--- config.mk ---
export PLATFORM = sky130hd
export DESIGN_NAME = vga_timing_gen
export DESIGN_NICKNAME = d
export VERILOG_FILES = /design/src/rtl/vga_pkg.sv /design/src/rtl/clk_en_div.sv /design/src/rtl/vga_timing_gen.sv
export SDC_FILE = /design/constraint.sdc
export NUM_CORES = 1
export LEC_CHECK = 0
export ABC_AREA = 0
export ABC_CLOCK_PERIOD_IN_PS = 2200
export CAP_MARGIN = 15
export CORE_MARGIN = 2
export CORE_UTILIZATION = 48
export DETAILED_ROUTE_END_ITERATION = 10
export GPL_ROUTABILITY_DRIVEN = 1
export MAX_ROUTING_LAYER = met4
export PLACE_DENSITY = 0.75
export SETUP_SLACK_MARGIN = 0.15
export SLEW_MARGIN = 20
export SYNTH_ARGS = -nofsm -noshare
export SYNTH_HDL_FRONTEND = slang
export SYNTH_HIERARCHICAL = 1
export SYNTH_SLANG_ARGS = --single-unit
export TNS_END_PERCENT = 20
--- constraint.sdc ---
create_clock -name CLK100MHZ -period 2.2 [get_ports CLK100MHZ]
set_input_delay 0.55 -clock CLK100MHZ [delete_from_list [all_inputs] [get_ports CLK100MHZ]]
set_output_delay 0.55 -clock CLK100MHZ [all_outputs]
set_load 0.05 [all_outputs]
--- src/rtl/vga_pkg.sv ---
// Shared VGA timing constants, region type and region helper.
// Defaults describe 640x480@60 from a 100 MHz system clock.
package vga_pkg;

  localparam int DEF_CLK_DIV  = 4;
  localparam int DEF_H_ACTIVE = 640;
  localparam int DEF_H_FRONT  = 16;
  localparam int DEF_H_SYNC   = 96;
  localparam int DEF_H_BACK   = 48;
  localparam int DEF_V_ACTIVE = 480;
  localparam int DEF_V_FRONT  = 10;
  localparam int DEF_V_SYNC   = 2;
  localparam int DEF_V_BACK   = 33;

  typedef enum logic [1:0] {
    ACTIVE,
    FRONT,
    SYNC,
    BACK
  } region_t;

  // Region of a position along one axis; order is active, front, sync, back.
  function automatic region_t region_of(
    input int unsigned pos,
    input int unsigned act,
    input int unsigned fp,
    input int unsigned sw
  );
    if (pos < act)
      region_of = ACTIVE;
    else if (pos < act + fp)
      region_of = FRONT;
    else if (pos < act + fp + sw)
      region_of = SYNC;
    else
      region_of = BACK;
  endfunction

endpackage

--- src/rtl/clk_en_div.sv ---
// Pixel clock-enable divider: ce is high on the terminal count.
// Counting stops while en is low and resumes from the held count.
module clk_en_div #(
  parameter int DIV = 4
) (
  input  logic CLK100MHZ,
  input  logic BTNU,
  input  logic en,
  output logic ce
);

  localparam int CW = (DIV > 1) ? $clog2(DIV) : 1;
  localparam logic [CW-1:0] LAST = CW'(DIV - 1);

  logic [CW-1:0] cnt;

  assign ce = en && (cnt == LAST);

  // Divider count 0..DIV-1, wrapping on the terminal count.
  always_ff @(posedge CLK100MHZ) begin
    if (BTNU)
      cnt <= '0;
    else if (ce)
      cnt <= '0;
    else if (en)
      cnt <= cnt + 1'b1;
  end

endmodule

--- src/rtl/vga_timing_gen.sv ---
// Parametrised VGA raster timing generator on a pixel clock-enable.
// Optional colour-bar outputs under macro VGA_TEST_PATTERN_EN.
module vga_timing_gen
  import vga_pkg::*;
#(
  parameter int CLK_DIV  = DEF_CLK_DIV,
  parameter int H_ACTIVE = DEF_H_ACTIVE,
  parameter int H_FRONT  = DEF_H_FRONT,
  parameter int H_SYNC   = DEF_H_SYNC,
  parameter int H_BACK   = DEF_H_BACK,
  parameter int V_ACTIVE = DEF_V_ACTIVE,
  parameter int V_FRONT  = DEF_V_FRONT,
  parameter int V_SYNC   = DEF_V_SYNC,
  parameter int V_BACK   = DEF_V_BACK,
  parameter bit HS_POL   = 1'b0,
  parameter bit VS_POL   = 1'b0,
  parameter int XW       = 10,
  parameter int YW       = 10
) (
  input  logic          CLK100MHZ,
  input  logic          BTNU,
  input  logic          en,
  output logic          pix_ce,
  output logic          hsync,
  output logic          vsync,
  output logic          de,
  output logic [XW-1:0] x,
  output logic [YW-1:0] y,
  output logic          line_start,
  output logic          frame_start
`ifdef VGA_TEST_PATTERN_EN
  ,
  output logic [3:0]    vga_r,
  output logic [3:0]    vga_g,
  output logic [3:0]    vga_b
`endif
);

  localparam int H_TOTAL = H_ACTIVE + H_FRONT
                         + H_SYNC + H_BACK;
  localparam int V_TOTAL = V_ACTIVE + V_FRONT
                         + V_SYNC + V_BACK;

  localparam logic [XW-1:0] X_LAST = XW'(H_TOTAL - 1);
  localparam logic [YW-1:0] Y_LAST = YW'(V_TOTAL - 1);

  logic          tick;
  logic          x_wrap;
  logic [XW-1:0] nx;
  logic [YW-1:0] ny;
  region_t       h_reg;
  region_t       v_reg;
  logic          de_n;
  logic          hs_n;
  logic          vs_n;

  clk_en_div #(
    .DIV(CLK_DIV)
  ) u_div (
    .CLK100MHZ(CLK100MHZ),
    .BTNU     (BTNU),
    .en       (en),
    .ce       (tick)
  );

  // Next raster position and the levels that belong to it.
  always_comb begin
    x_wrap = (x == X_LAST);
    nx     = x_wrap ? '0 : x + 1'b1;
    ny     = y;
    if (x_wrap)
      ny = (y == Y_LAST) ? '0 : y + 1'b1;
    h_reg = region_of(32'(nx), H_ACTIVE,
                      H_FRONT, H_SYNC);
    v_reg = region_of(32'(ny), V_ACTIVE,
                      V_FRONT, V_SYNC);
    de_n  = (h_reg == ACTIVE) && (v_reg == ACTIVE);
    hs_n  = (h_reg == SYNC) ? HS_POL : ~HS_POL;
    vs_n  = (v_reg == SYNC) ? VS_POL : ~VS_POL;
  end

  // Raster state and registered outputs, updated on each pixel tick.
  always_ff @(posedge CLK100MHZ) begin
    if (BTNU) begin
      x           <= X_LAST;
      y           <= Y_LAST;
      de          <= 1'b0;
      hsync       <= ~HS_POL;
      vsync       <= ~VS_POL;
      pix_ce      <= 1'b0;
      line_start  <= 1'b0;
      frame_start <= 1'b0;
    end else if (tick) begin
      x           <= nx;
      y           <= ny;
      de          <= de_n;
      hsync       <= hs_n;
      vsync       <= vs_n;
      pix_ce      <= 1'b1;
      line_start  <= (nx == '0);
      frame_start <= (nx == '0) && (ny == '0);
    end else begin
      pix_ce      <= 1'b0;
      line_start  <= 1'b0;
      frame_start <= 1'b0;
    end
  end

`ifdef VGA_TEST_PATTERN_EN
  localparam int BAR = (H_ACTIVE >= 8) ? H_ACTIVE / 8 : 1;

  logic [XW-1:0] bar;

  // Eight equal-width bars across the active line.
  always_comb begin
    bar = nx / XW'(BAR);
  end

  // Colour registers aligned with de; black outside the active area.
  always_ff @(posedge CLK100MHZ) begin
    if (BTNU) begin
      vga_r <= 4'h0;
      vga_g <= 4'h0;
      vga_b <= 4'h0;
    end else if (tick) begin
      vga_r <= de_n ? {4{bar[2]}} : 4'h0;
      vga_g <= de_n ? {4{bar[1]}} : 4'h0;
      vga_b <= de_n ? {4{bar[0]}} : 4'h0;
    end
  end
`endif

endmodule

## After elaboration in Yosys (flattened, before gate mapping)

Index checks and enable logic that the tools add are counted.

| storage, ports and cells | value |
|---|---|
| bits in registers | 28 |
| bits of input ports | 3 |
| output and inout port bits | 26 |
| word-level logic and storage cells | 45 |

| cells by class | value |
|---|---|
| $add $sub $neg | 3 |
| magnitude comparators | 6 |
| equality and inequality tests | 5 |
| multiplexer cells | 12 |
| bitwise logic cells | 1 |
| reduce and logical (&&, ||, !) cells | 9 |

Operators with widths:

| kind | count |
|---|---|
| $lt 10x10->1 const B | 3 |
| $lt 10x9->1 const B | 3 |
| $mux 10 | 3 |
| $add 10x1->10 const B | 2 |
| $eq 10x10->1 const B | 2 |
| $logic_not 10->1 | 2 |
| $mux 2 | 4 |
| $eq 2x2->1 const B | 3 |
| $mux 1 | 5 |
| $logic_not 2->1 | 2 |
| $reduce_or 2->1 | 2 |
| $logic_and 1x1->1 | 3 |
| $add 2x1->2 const B | 1 |
| $not 1->1 | 1 |

## Logic depth before layout (Yosys ltp)

| depth | value |
|---|---|
| depth in word-level cells | 9 |
| depth in mapped cells | 9 |
| depth with buffers taken out | 8 |

## Cells and area by module

The synthesis kept the hierarchy.

By module, submodules not included:

| module | times used | cells each | area each (um^2) | seq. area each (um^2) |
|---|---|---|---|---|
| vga_timing_gen | 1 | 229 | 1775.5 | 520.5 |
| clk_en_div | 1 | 10 | 97.6 | 40.0 |

## Worst setup path after synthesis

Ideal clock, no wire load.

| timing path | value |
|---|---|
| path type | reg-to-reg |
| from | register x[0] |
| to | register de |
| library setup time | 0.117 ns |
| data arrival time | 2.659 ns |
| data required time | 2.083 ns |
| setup slack | -0.577 ns |
| cell stages (with the launch flop) | 9 |
| clock period less this slack | 2.777 ns |
| path through | dfxtp_1 ha_1 nand4_1 or3_1 buf_6 nor3_4 xnor2_1 or4_1 a32o_1 |

| between the ends | value |
|---|---|
| word-level cells in the longest chain between the ends | 8 |
| elaborated cells on any way between the ends | 19 |
| classes of those cells | 1 x add/sub; 6 x order compare; 1 x eq/ne; 8 x mux; 3 x reduce/logical |

RTL lines:

| what | RTL line | RTL |
|---|---|---|
| from (decl) | vga_timing_gen.sv:27 | `output logic [XW-1:0] x,` |
| from (signal assigned) | vga_timing_gen.sv:94 | `x <= nx;` |
| $add 10x1->10 / $eq 10x10->1 (equally long branches) | vga_timing_gen.sv:69, vga_timing_gen.sv:68 |  |
| $mux 10, on equally long branches | vga_timing_gen.sv:69, vga_timing_gen.sv:71 |  |
| $lt 10x10->1 / $lt 10x9->1 (equally long branches) | vga_pkg.sv:33 | `else if (pos < act + fp + sw)` |
| $mux 1 | vga_pkg.sv:33 |  |
| $mux 2 | vga_pkg.sv:31 | `else if (pos < act + fp)` |
| $mux 2 | vga_pkg.sv:29 | `if (pos < act)` |
| $logic_not 2->1 | vga_timing_gen.sv:77 | `de_n = (h_reg == ACTIVE) && (v_reg == ACTIVE);` |
| $logic_and 1x1->1 * | vga_timing_gen.sv:77 |  |
| to (signal assigned) | vga_timing_gen.sv:96 | `de <= de_n;` |
| to (decl) | vga_timing_gen.sv:26 | `output logic de,` |

Every way passes the cells marked *; elsewhere a longest branch is shown, timed or not.
A chain may end at the register's enable or synchronous reset.

## Final worst setup path

| timing path | value |
|---|---|
| from | register x[1] |
| to | register de |

The elaborated chain is that of the path after synthesis.

==> impl_metrics.py <==
metrics = {
    "detailed_routing": {
        "drcViolationCount": 0,
        "via_count": 2049,
        "postRouteAntennaNets": 0,
        "drt_iter0_drc": 207,
        "viasPerCell": 5.99,
        "first_pass_iters": 4,
        "totalWireLength_microns": 5600,
        "routedWlPerCell_microns": 16.4,
    },
    "power": {
        "power_mw": 0.996,
        "seq_power_share": 0.514,
        "switchingPower_mw": 0.268,
        "peakVddDrop_uv": 266,
        "power.leakage_nw": 1.10,
        "switching_share": 0.269,
        "internal_power_mw": 0.728,
        "powerDensity_mw_per_mm2": 366,
        "comb_power_share": 0.192,
        "power.clock.fraction": 0.294,
    },
    "final_layout": {
        "antenna_cells": 0,
        "area_growth_pct": 45.4,
        "final_common_cell": "buf_4",
        "final_cell_area_sq_mm": 0.00272,
        "fill_cells": 290,
        "fin_util": 0.733,
        "nets": 302,
        "final_cell_mix": "49 x buf_4, 23 x nor2_1, 15 x a21oi_1, 15 x dfxtp_1, 13 x nand2_1",
        "layout-drive-gt1-share": 0.350,
    },
    "timing": {
        "fmax_mhz": 454,
        "tightest_slew_ns": 0.530,
        "slew_violations": 0,
        "min_period_ns": 2.20,
        "whs_ns": 0.485,
        "timing.final.crit_share": 1.00,
        "maxSlewHeadroom": 0.637,
        "clock_skew_ns": 0.00449,
        "tns_ns": -0.00473,
        "hold_viol_final": 0,
        "fin_ws_ns": -0.00473,
        "setup_viol": 1,
        "rsz0062_at_grt": "true",
    },
    "clock_tree": {
        "clockBufferDepth": 2,
        "cts_buffers": 3,
        "cts_tree": "yes",
        "clock_sinks": 28,
        "holdBufCountCts": 0,
        "clkTransAtPathRegs_ns": 0.10,
        "htreeDepth": 1,
        "clock_latency_ns": 0.28,
        "clock_tree.root_cell": "clkbuf_8",
    },
    "yosys": {
        "yosys_warnings": 6,
        "async_flop_share": 0,
        "synth_top_flop_cell": "dfxtp_1",
        "synthTopCellsByArea": "dfxtp_1 30%, xnor2_1 5.6%, nor2_1 5.4%",
        "yosysTopAreaCellShare": 0.299,
        "ys_ff_latch": 28,
        "syn_area_sq_mm": 0.00187,
        "synth_edf_count": 0,
        "synth_cell_types": 55,
        "ys_seq_area_frac": 0.299,
        "syn-num-nets": 246,
        "avgSynthCellArea_sq_um": 7.84,
        "synthCells": 239,
        "synth_top_area_cell": "dfxtp_1",
    },
    "min_path": {
        "min-delay-path-class": "flip-flop to flip-flop",
        "hold_path_end": "u_div/cnt[1]",
        "hold_depth": 2,
        "min-delay-start": "u_div/cnt[1]",
    },
    "die": {
        "die_width_microns": 66.5,
        "die_h_microns": 66.5,
        "rows": 22,
        "dieArea_sq_mm": 0.00442,
        "start_util": 0.504,
        "io_pins": 29,
        "core-area_sq_mm": 0.00372,
    },
    "placed_design": {
        "port_buffers": 28,
        "place_congestion": 0.972,
        "post_dp_cell_area_sq_mm": 0.00242,
        "place_hpwl_microns": 3590,
    },
    "critical_path": {
        "crit_path_top_delay_cell": "or4_1",
        "path_class": "flip-flop to flip-flop",
        "crit_path_start_kind": "flip-flop",
        "required_ns": 2.38,
        "reg2reg_depth": 8,
        "r2r_slack_ns": -0.005,
        "end_kind": "flip-flop",
        "cp_max_fo": 4,
        "regToRegStartpoint": "x[1]",
        "cpPeakStageDelay_ns": 0.49,
        "r2r-end": "de",
        "cp.arrival_ns": 2.38,
        "critical_path.cell_chain": "ha_4, nand4_1, buf_6, or3_4, nor3_4, xnor2_2, or4_1, a32o_1",
    },
    "outcome": {
        "run_status": "finished with violations",
        "violations": "negative setup slack",
    },
    "global_route": {
        "grt_pass1_wl_microns": 8000,
        "grt_pass1_vias": 1670,
        "grtUsageTotal": 0.240,
        "grt_max_degree": 20,
        "overflow": 0,
        "antenna_found_initial": 0,
    },
    "job": {
        "cap_violations": 0,
    },
}
sequential cells by signal, summed over array words and instances, names as in the netlist:
name         count
y               10
de               1
vsync            1
hsync            1
line_start       1
frame_start      1
u_div/cnt        2
x               10
pix_ce           1
metrics by stage:
stage	setup slack, ns	cells
floorplan	-0.0609	239
global placement	-0.406	333
detailed placement	-0.462	333
CTS	0.0404	339
global route	-0.0723	342
finish	-0.00473	342
worst max-delay path by stage:
stage               slack, ns  start   end  depth (start not counted)
floorplan               -0.06   x[7]    de                          8
global placement        -0.41     en  y[6]                          8
detailed placement      -0.46     en  y[6]                          8
CTS                      0.04   x[1]    de                          8
global route            -0.07   x[1]    de                          8
finish                 -0.005   x[1]    de                          8
cell usage after synthesis (2+ instances only):
cell,instances
and3_1,4
mux2i_1,2
nand4_1,6
dfxtp_1,28
a21oi_1,16
nor2b_1,4
nor4_1,2
o211ai_1,4
nand3_1,12
a31oi_1,5
nor2_1,27
buf_2,4
ha_1,4
inv_1,8
o311ai_0,6
nand2b_1,2
or4_1,2
nor3b_1,2
xor2_1,3
or3_1,3
clkbuf_1,10
nor3_1,11
a31o_2,2
buf_6,4
xnor2_1,12
nand2_1,13
a2111oi_0,2
o21ai_0,14
power by group through the flow:
stage	registers, mW	clock network, mW	logic, mW
after CTS	0.511	0.295	0.151
after global routing	0.512	0.311	0.205
after global placement	0.523	0	0.140
after floorplan	0.533	0	0.0825
final	0.512	0.293	0.191
after detailed placement	0.523	0	0.143
critical path, delay by kind of cell (launching register included):
kind	cells	cell delay [ns]
and+or+nand+nor	4	1.13
DFF	1	0.37
AOI/OAI and AO/OA	1	0.23
buffers and inverters	1	0.15
adders and majority gates	1	0.13
xor gates and xnor gates	1	0.10
cells by family after synthesis:
kind of cell	count (synthesis)	share of synthesized area
adders and majority gates	4	0.0267
muxes	2	0.0107
buffers and inverters	29	0.0842
AOI/OAI and AO/OA	61	0.214
DFF	28	0.299
xor gates and xnor gates	15	0.0701
and+or+nand+nor	100	0.295
per-layer routing:
layer  track usage  up-vias  share of wire
met5             -        -              0
met4        0.0638        0          0.013
met3        0.0270        9          0.055
met2         0.361       72           0.48
met1         0.342      983           0.45
li1              -      985              -
final cells by class:
class | instances | area, sq um | share of cell area
Multi-Input combinational cell | 182 | 1370 | 0.502
Timing Repair Buffer | 72 | 631 | 0.232
Sequential cell | 28 | 592 | 0.217
Tap cell | 48 | 60.1 | 0.0220
Clock buffer | 4 | 45.0 | 0.0165
Inverter | 8 | 30.0 | 0.0110
repair_timing:
action | in CTS | in global routing
pin swaps | 6 | 11
endpoints found under the setup margin | 25 | 21
resized for setup | 13 | 42
buffers inserted | 2 | 3
endpoints found under the hold margin | 0 | 0
Power figures use the tool's default switching activity.
